$ cat src/rtl/clock_mode_if.sv
// clock_mode_if: board buttons, processor halt request, divider feedback and divider controls
interface clock_mode_if;
    logic       btn_reset;
    logic       btn_mode;
    logic       btn_run;
    logic       btn_step;
    logic       cpu_halt;
    logic       clk_out_fb;
    logic [1:0] freq;
    logic       sys_reset;
    logic       halt;
    logic       step_mode;
    modport master (
        output btn_reset, btn_mode, btn_run, btn_step, cpu_halt, clk_out_fb,
        input  freq, sys_reset, halt, step_mode
    );
    modport slave (
        input  btn_reset, btn_mode, btn_run, btn_step, cpu_halt, clk_out_fb,
        output freq, sys_reset, halt, step_mode
    );
endinterface

$ cat src/rtl/clock_mode_ctrl.sv
// clock_mode_ctrl: debounced front-panel buttons driving the clock divider's freq, reset and halt, with run/single-step
module clock_mode_ctrl #(
    parameter int DEBOUNCE_CYCLES = 500000,
    parameter int RST_STRETCH     = 16
) (
    input logic         clk,
    input logic         reset,
    clock_mode_if.slave cm
);
    localparam int CW     = $clog2(DEBOUNCE_CYCLES + 1);
    localparam int SW     = $clog2(RST_STRETCH + 1);
    localparam int B_RST  = 0;
    localparam int B_MODE = 1;
    localparam int B_RUN  = 2;
    localparam int B_STEP = 3;

    typedef enum logic [1:0] {RUN, STOPPED, STEP_FALL, STEP_RISE} state_e;

    logic [3:0]    btn_raw, sync1_q, sync2_q, press;
    logic [SW-1:0] str_q, str_d;
    logic [1:0]    freq_q, freq_d;
    logic          step_mode_q, step_mode_d;
    logic          sys_reset_q, halt_q, halt_d;
    state_e        state_q, state_d;

    assign btn_raw = {cm.btn_step, cm.btn_run, cm.btn_mode, cm.btn_reset};

    always_ff @(posedge clk) begin
        if (reset) begin
            sync1_q <= '0;
            sync2_q <= '0;
        end else begin
            sync1_q <= btn_raw;
            sync2_q <= sync1_q;
        end
    end

    for (genvar i = 0; i < 4; i++) begin : g_db
        logic [CW-1:0] cnt_q;
        logic          stable_q, prev_q, flip;
        assign flip = sync2_q[i] != stable_q && cnt_q == CW'(DEBOUNCE_CYCLES - 1);
        always_ff @(posedge clk) begin
            if (reset) begin
                cnt_q    <= '0;
                stable_q <= 1'b0;
                prev_q   <= 1'b0;
            end else begin
                cnt_q    <= (sync2_q[i] == stable_q || flip) ? '0 : cnt_q + 1'b1;
                stable_q <= stable_q ^ flip;
                prev_q   <= stable_q;
            end
        end
        assign press[i] = stable_q & ~prev_q;
    end

    always_comb begin
        freq_d      = freq_q + {1'b0, press[B_MODE]};
        step_mode_d = step_mode_q ^ press[B_RUN];
        str_d       = press[B_RST] ? SW'(RST_STRETCH) : (str_q != '0 ? str_q - 1'b1 : str_q);
    end

    // a run press in the same cycle as a step press cancels the step
    always_comb begin
        state_d = state_q;
        if (sys_reset_q || !step_mode_q)
            state_d = step_mode_q ? STOPPED : RUN;
        else
            case (state_q)
                RUN:       state_d = STOPPED;
                STOPPED:   state_d = (press[B_STEP] && !press[B_RUN]) ? STEP_FALL : STOPPED;
                STEP_FALL: state_d = cm.clk_out_fb ? STEP_FALL : STEP_RISE;
                default:   state_d = cm.clk_out_fb ? STOPPED : STEP_RISE;
            endcase
        halt_d = cm.cpu_halt || (step_mode_q && (state_q == RUN || state_q == STOPPED));
    end

    always_ff @(posedge clk) begin
        if (reset) begin
            freq_q      <= 2'b01;
            step_mode_q <= 1'b0;
            str_q       <= SW'(RST_STRETCH);
            sys_reset_q <= 1'b1;
            state_q     <= RUN;
            halt_q      <= 1'b0;
        end else begin
            freq_q      <= freq_d;
            step_mode_q <= step_mode_d;
            str_q       <= str_d;
            sys_reset_q <= str_d != '0;
            state_q     <= state_d;
            halt_q      <= halt_d;
        end
    end

    assign cm.freq      = freq_q;
    assign cm.step_mode = step_mode_q;
    assign cm.sys_reset = sys_reset_q;
    assign cm.halt      = halt_q;
endmodule

$ cat src/flat_wrapper.sv
// flat-port wrapper written by rule: the top's interface ports become plain ports
module clock_mode_ctrl_flat 
#(
    parameter int DEBOUNCE_CYCLES = 500000,
    parameter int RST_STRETCH     = 16
)
  (clk, reset, cm_btn_reset, cm_btn_mode, cm_btn_run, cm_btn_step, cm_cpu_halt, cm_clk_out_fb, cm_freq, cm_sys_reset, cm_halt, cm_step_mode);
  clock_mode_if cm_i ();
  input logic clk;
  input logic reset;
  input wire logic [$bits(cm_i.btn_reset)-1:0] cm_btn_reset;
  input wire logic [$bits(cm_i.btn_mode)-1:0] cm_btn_mode;
  input wire logic [$bits(cm_i.btn_run)-1:0] cm_btn_run;
  input wire logic [$bits(cm_i.btn_step)-1:0] cm_btn_step;
  input wire logic [$bits(cm_i.cpu_halt)-1:0] cm_cpu_halt;
  input wire logic [$bits(cm_i.clk_out_fb)-1:0] cm_clk_out_fb;
  output wire logic [$bits(cm_i.freq)-1:0] cm_freq;
  output wire logic [$bits(cm_i.sys_reset)-1:0] cm_sys_reset;
  output wire logic [$bits(cm_i.halt)-1:0] cm_halt;
  output wire logic [$bits(cm_i.step_mode)-1:0] cm_step_mode;
  assign cm_i.btn_reset = cm_btn_reset;
  assign cm_i.btn_mode = cm_btn_mode;
  assign cm_i.btn_run = cm_btn_run;
  assign cm_i.btn_step = cm_btn_step;
  assign cm_i.cpu_halt = cm_cpu_halt;
  assign cm_i.clk_out_fb = cm_clk_out_fb;
  assign cm_freq = cm_i.freq;
  assign cm_sys_reset = cm_i.sys_reset;
  assign cm_halt = cm_i.halt;
  assign cm_step_mode = cm_i.step_mode;
  clock_mode_ctrl #(.DEBOUNCE_CYCLES(DEBOUNCE_CYCLES), .RST_STRETCH(RST_STRETCH)) u_core (.clk(clk), .reset(reset), .cm(cm_i));
endmodule
$ cat config.mk
export PLATFORM = sky130hd
export DESIGN_NAME = clock_mode_ctrl_flat
export DESIGN_NICKNAME = d
export VERILOG_FILES = /design/src/rtl/clock_mode_if.sv /design/src/rtl/clock_mode_ctrl.sv /design/src/flat_wrapper.sv
export SDC_FILE = /design/constraint.sdc
export NUM_CORES = 1
export LEC_CHECK = 0
export BUFFER_PORTS_ARGS = -buffer_cell sky130_fd_sc_hd__clkbuf_2
export CORE_MARGIN = 2
export CORE_UTILIZATION = 50
export DETAILED_ROUTE_END_ITERATION = 8
export PLACE_DENSITY = 0.68
export SLEW_MARGIN = 10
export SYNTH_ARGS = -nofsm -noshare
export SYNTH_HDL_FRONTEND = slang
export SYNTH_SLANG_ARGS = --single-unit
$ cat constraint.sdc
create_clock -name clk -period 6.3 [get_ports clk]
set_clock_uncertainty 0.05 [all_clocks]
set_input_delay 1.26 -clock clk [delete_from_list [all_inputs] [get_ports clk]]
set_output_delay 1.26 -clock clk [all_outputs]
set_load 0.005 [all_outputs]
# ---- After elaboration in Yosys (flattened, before gate mapping)
# Index checks and enable logic that the tools add are counted.
dict set report classes {
  addsub 6
  mux 8
  n_eq_ne 14
  bitwise_logic 13
  reduce_logical 22
}
# op n
set op_table {}
lappend op_table {{$add 19x1->19 const B} 4}
lappend op_table {{$eq 19x19->1 const B} 4}
lappend op_table {{$mux 5} 2}
lappend op_table {{$reduce_bool 5->1} 2}
lappend op_table {{$reduce_or 2->1} 4}
lappend op_table {{$logic_or 1x1->1} 7}
lappend op_table {{$logic_and 1x1->1} 6}
lappend op_table {{$mux 2} 3}
lappend op_table {{$pmux 2 s3} 1}
lappend op_table {{$sub 5x1->5 const B} 1}
lappend op_table {{$xor 1x1->1} 5}
lappend op_table {{$and 1x1->1} 4}
lappend op_table {{$eq 1x1->1} 4}
lappend op_table {{$ne 1x1->1} 4}
lappend op_table {{$not 1->1} 4}
lappend op_table {{$add 2x1->2} 1}
lappend op_table {{$eq 2x1->1 const B} 1}
lappend op_table {{$eq 2x2->1 const B} 1}
lappend op_table {{$logic_not 1->1} 2}
lappend op_table {{$logic_not 2->1} 1}
lappend op_table {{$mux 1} 2}
dict set report word_totals {
  output_inout_bits 5
  input_bits 8
  word_cells 83
  ff_bits 104
}

# ---- Depth between registers and ports, before layout
dict set report logic_depth {
  word_depth 7
  mapped_depth 7
  mapped_depth_nobuf 6
}

# ---- Least setup slack after synthesis
# OpenSTA, ideal clock, no wires.
dict set report synth_path {
  path_kind {input port to flip-flop}
  start {input reset}
  end {register u_core.g_db[1].cnt_q[10]}
  required_time_ns 6.122
  t_arrival_ns 2.034
  path_stages 5
  path_slack_ns 4.089
  n_path_buf 2
  setup_ns 0.128
  path_cell_list {nand2b_1 > a21o_1 > clkbuf_1 > clkbuf_1 > nor2_1}
}
dict set report synth_via {
  elab_chain_len 1
}
# element line_no
set synth_rtl {}
lappend synth_rtl {{start, declared} flat_wrapper.sv:10} ;# input logic reset;
lappend synth_rtl {{$reduce_or 2->1 (no source line)} --}
lappend synth_rtl {{end signal, assigned} clock_mode_ctrl.sv:48} ;# cnt_q <= (sync2_q[i] == stable_q || flip) ? '0 : cnt_q + 1'b1;
lappend synth_rtl {{end, declared} clock_mode_ctrl.sv:39} ;# logic [CW-1:0] cnt_q;
# No other way between the ends.
# A chain may end at the register's enable or synchronous reset.

# ---- Worst setup path in the final report
dict set report layout_path {
  start {register u_core.g_db[0].cnt_q[8]}
  end {register u_core.g_db[0].cnt_q[9]}
}
dict set report layout_via {
  elab_chain_len 4
  elab_cells_between_ends 5
  classes_between {add/sub: 1; eq/ne: 1; reduce/logical: 3}
}
# element line_no
set layout_rtl {}
lappend layout_rtl {{start, declared} clock_mode_ctrl.sv:39}
lappend layout_rtl {{start signal, assigned} clock_mode_ctrl.sv:48}
lappend layout_rtl {{parallel branches: the longest is 4 deep, another holds $add 19x1->19} --}
# Parallel ways; which one is timed is not known.

==> tab_implementation.tex <==
\begin{tabular}{lr}
\hline
Metric & Value \\
\hline
\multicolumn{2}{l}{\textbf{Status}} \\
Outcome & finished clean \\
\multicolumn{2}{l}{\textbf{Final layout}} \\
Final \#Nets & 521 \\
Share of post-route cells with drive strength above 1 & 0.0820 \\
Filler Cell Count & $\sim$800 \\
Non-filler instance count after layout & 620 \\
Diodes inserted & 0 \\
Area delta synth->final & 7.09\% \\
\multicolumn{2}{l}{\textbf{Logic synthesis}} \\
Post-synthesis register bit count & 104 \\
FFs w/ async S/R, synth & 0 \\
Top\_reg\_cell synth & dfxtp\_1 \\
Yosys warning total & 0 \\
Area share of xor/xnor cells in the synthesized design & 0.111 \\
Complex-gate fraction of the synthesized area & 0.0826 \\
Netlist Area Pre-Place & about 4500 um\^{}2 \\
Simple-gate portion of the synthesized area & 0.298 \\
Total nets after synthesis & $\sim$500 \\
Adder-cell area share of the yosys netlist & 0.0168 \\
Multiplexer share of the synthesized area & 0 \\
Instance count of the mapped netlist & 496 \\
Sequential element share of the synthesized area & 0.465 \\
Cell variety after synth & 44 \\
Biggest area contributors in the synthesized netlist & dfxtp\_1 (46\%), nor2\_1 (5.7\%), xor2\_1 (5.7\%) \\
Share of Yosys cell area claimed by the top area cell type & 0.465 \\
Cell type with the highest aggregate area in the netlist & dfxtp\_1 \\
Mean instance size in the synthesized netlist & 9.04 um\^{}2 \\
Combinational family with the most area after synthesis & simple AND/OR/NAND/NOR gates \\
Number of flops mapped to enable cells by yosys & 0 \\
\multicolumn{2}{l}{\textbf{Place}} \\
Half-perimeter wire length after detailed placement & roughly 5400 um \\
Cell total after placement & roughly 600 \\
I/O Buffers & 12 \\
Minimum setup slack after placement & between 3 and 4 ns \\
Weighted congestion reported at the end of routability-driven placement & 0.821 \\
\multicolumn{2}{l}{\textbf{Clock network}} \\
Hold-fix buffers at CTS & 0 \\
Latest clock arrival within the worst-skew pair & around 0.36 ns \\
Root buf cell & clkbuf\_8 \\
Number of sinks driven by the clock tree & 104 \\
Number of buffers created by CTS & 9 \\
CTS tree & yes \\
\# resized after CTS & 0 \\
H-Tree Level Count & 3 \\
Setup Buffers After CTS & 0 \\
Number of buffers between clock root and the deepest sink & 2 \\
CTS clk-pin slew, worst paths & 0.09 ns \\
\multicolumn{2}{l}{\textbf{STA}} \\
Relative slew margins & 0.234 \\
Total negative slack & 0 ns \\
Min Tclk post-route & roughly 2.3 ns \\
Max Transition Viols Final & 0 \\
Unrepaired setup endpoints after global routing & false \\
Maximum frequency from static timing analysis & 0.428 GHz \\
Post-route fraction of the period consumed by the critical path & 0.371 \\
Final setup margin & roughly 4 ns \\
Final hold violation count & 0 \\
Total setup violations reported at the end of the flow & 0 \\
Actual slew at the worst max-slew pin & 1.15 ns \\
\multicolumn{2}{l}{\textbf{Worst hold path}} \\
Hold wc startpoint & u\_core.sync1\_q[0] \\
Worst hold-check path type & reg2reg \\
Hold Path End & u\_core.sync2\_q[0] \\
Cells on Worst Hold Path & 1 \\
\multicolumn{2}{l}{\textbf{Floorplan}} \\
Horizontal die dimension & roughly 100 um \\
Vertical extent of the die & 98.7 um \\
Die Outline Area & 9740 um\^{}2 \\
Number of rows in the core area & 34 \\
Area inside the core boundary & between 8000 and 9000 um\^{}2 \\
Initial cell density of the core & 0.514 \\
Top-level I/O count & 13 \\
\multicolumn{2}{l}{\textbf{GRT}} \\
Wire length of the first global-routing pass & 13,700 um \\
GR Util All Layers & 0.168 \\
Final global-route overflow total & 0 \\
Antenna violations before repair & 0 \\
Vias in the first global route & around 3,200 \\
Largest net degree at the start of global routing & 27 \\
\multicolumn{2}{l}{\textbf{Routing}} \\
Vias & 3,390 \\
Total wire length & 7570 um \\
DRC violations left & 0 \\
Drt first pass iters & 4 \\
WL per Instance & 12.2 um \\
Number of violations reported at the end of detailed-routing iteration 0 & between 90 and 100 \\
Count of antenna-violating nets left after detailed routing & 0 \\
Via density per instance & $\sim$5.5 \\
\multicolumn{2}{l}{\textbf{Pwr}} \\
Power density over the cells & roughly 240 nW/um\^{}2 \\
Leakage Power & 0.00149 uW \\
VDD IR-drop max & approximately 0.13 mV \\
\multicolumn{2}{l}{\textbf{Critical path}} \\
CP endpoint kind & flip-flop \\
Top fanout value on the critical path & 17 \\
Register-to-register setup slack & 3.96 ns \\
Worst flop-to-flop path startpoint & u\_core.g\_db[0].cnt\_q[8] \\
Worst flop-to-flop path endpoint & u\_core.g\_db[0].cnt\_q[9] \\
Setup CP Type & reg2reg \\
Setup crit start kind & flip-flop \\
CP required & 6.48 ns \\
Arrival time of data at the critical path endpoint & between 2 and 3 ns \\
Register-to-Register Path Depth & 4 \\
\multicolumn{2}{l}{\textbf{Job}} \\
Count of maximum capacitance violations & 0 \\
\hline
\end{tabular}
==> synth_stat cells, types with 2 or more instances <==
library cell and number:
or4_4 3, or3_1 15, nand2b_1 8, nor2_1 68, a211oi_1 2, xor2_1 29, and4_1 8, a21o_1 3
or4_1 9, nor4_1 11, nor4b_1 5, nand4_1 19, nand2_1 30, xnor2_1 28, a21oi_1 25, nor2b_1 14
nand3_1 24, o21ai_0 12, o31ai_1 9, a21bo_2 2, clkbuf_1 8, nor3_1 8, inv_1 15, dfxtp_1 104
and3_1 5, or4b_1 4, ha_1 6, o21bai_1 2, buf_4 2, or2_2 4
==> cells by family (layout without fill, tap and decap cells) <==
group	after synthesis	after routing
buf+inv	27	43
compound gates	59	59
xor+xnor	57	57
simple gates	243	243
fa+ha+maj	6	6
flops	104	104
==> per-stage QoR <==
stage	instance area, um^2	util	power, uW	hold slack [ns]
2_1_floorplan	4480	-	757	0.364
3_3_place_gp	4610	0.529	770	0.366
3_5_place_dp	4610	0.529	771	0.374
4_1_cts	4800	0.550	1170	0.392
5_1_grt	4800	0.550	1200	0.416
6_report	4800	0.550	1150	0.389
==> layout by cell type (no fill, tap or decap), types with 5 or more instances in the layout <==
cell type / synthesis / final
dfxtp_1: 104 / 104
nor2_1: 68 / 68
nand2_1: 30 / 30
xor2_1: 29 / 29
xnor2_1: 28 / 28
a21oi_1: 25 / 25
nand3_1: 24 / 24
nand4_1: 19 / 19
inv_1: 15 / 15
or3_1: 15 / 15
nor2b_1: 14 / 14
o21ai_0: 12 / 12
clkbuf_2: 0 / 12
nor4_1: 11 / 11
or4_1: 9 / 9
o31ai_1: 9 / 9
clkbuf_8: 1 / 9
nand2b_1: 8 / 8
nor3_1: 8 / 8
and4_1: 8 / 8
ha_1: 6 / 6
nor4b_1: 5 / 5
and3_1: 5 / 5
==> routing by layer <==
metal,track usage,part of all wire
met1,0.210,0.49
met2,0.283,0.46
met3,0.0454,0.036
met4,0.0548,0.013
met5,0,0
==> worst max-delay path by stage <==
stage	end	from	cells past startpoint	slack [ns]
after floorplan	u_core.g_db[1].cnt_q[10]	reset	5	4.09
after global routing	u_core.g_db[0].cnt_q[5]	u_core.g_db[0].cnt_q[8]	4	3.83
after CTS	u_core.g_db[2].cnt_q[3]	reset	4	3.94
after detailed placement	u_core.g_db[2].cnt_q[3]	reset	4	3.56
final	u_core.g_db[0].cnt_q[9]	u_core.g_db[0].cnt_q[8]	4	3.96
after global placement	u_core.g_db[2].cnt_q[7]	reset	4	3.61
==> registers in the layout, indices dropped and copies added, names as in the netlist, named ones only <==
register             count
u_core.g_db.cnt_q       76
u_core.str_q             5
u_core.g_db.prev_q       4
u_core.sync1_q           4
u_core.sync2_q           4
u_core.cm.freq           2
u_core.state_q           2
u_core.cm.halt           1
u_core.cm.step_mode      1
u_core.cm.sys_reset      1
==> where the power goes <==
part           switching (uW)  internal (uW)
logic                    33.6           34.0
clock network             213            183
registers                13.8            675
total                     260            891
==> area by class of cell <==
class	instances	area, um^2	area share
clock buffers	10	128	0.0266
well taps	108	135	0.0282
multi-input cells	365	2280	0.475
inverters	15	56.3	0.0117
clock inverters	6	58.8	0.0123
flip-flops and latches	104	2080	0.434
repair buffers	12	60.1	0.0125
==> critical path, cell delays in order (launching register included) <==
cell and delay [ns]:
dfxtp_1 0.47, or4bb_1 0.51, nor4_1 0.54, a21o_1 0.55, nor2_1 0.10
(Power assumes the default switching activity.)
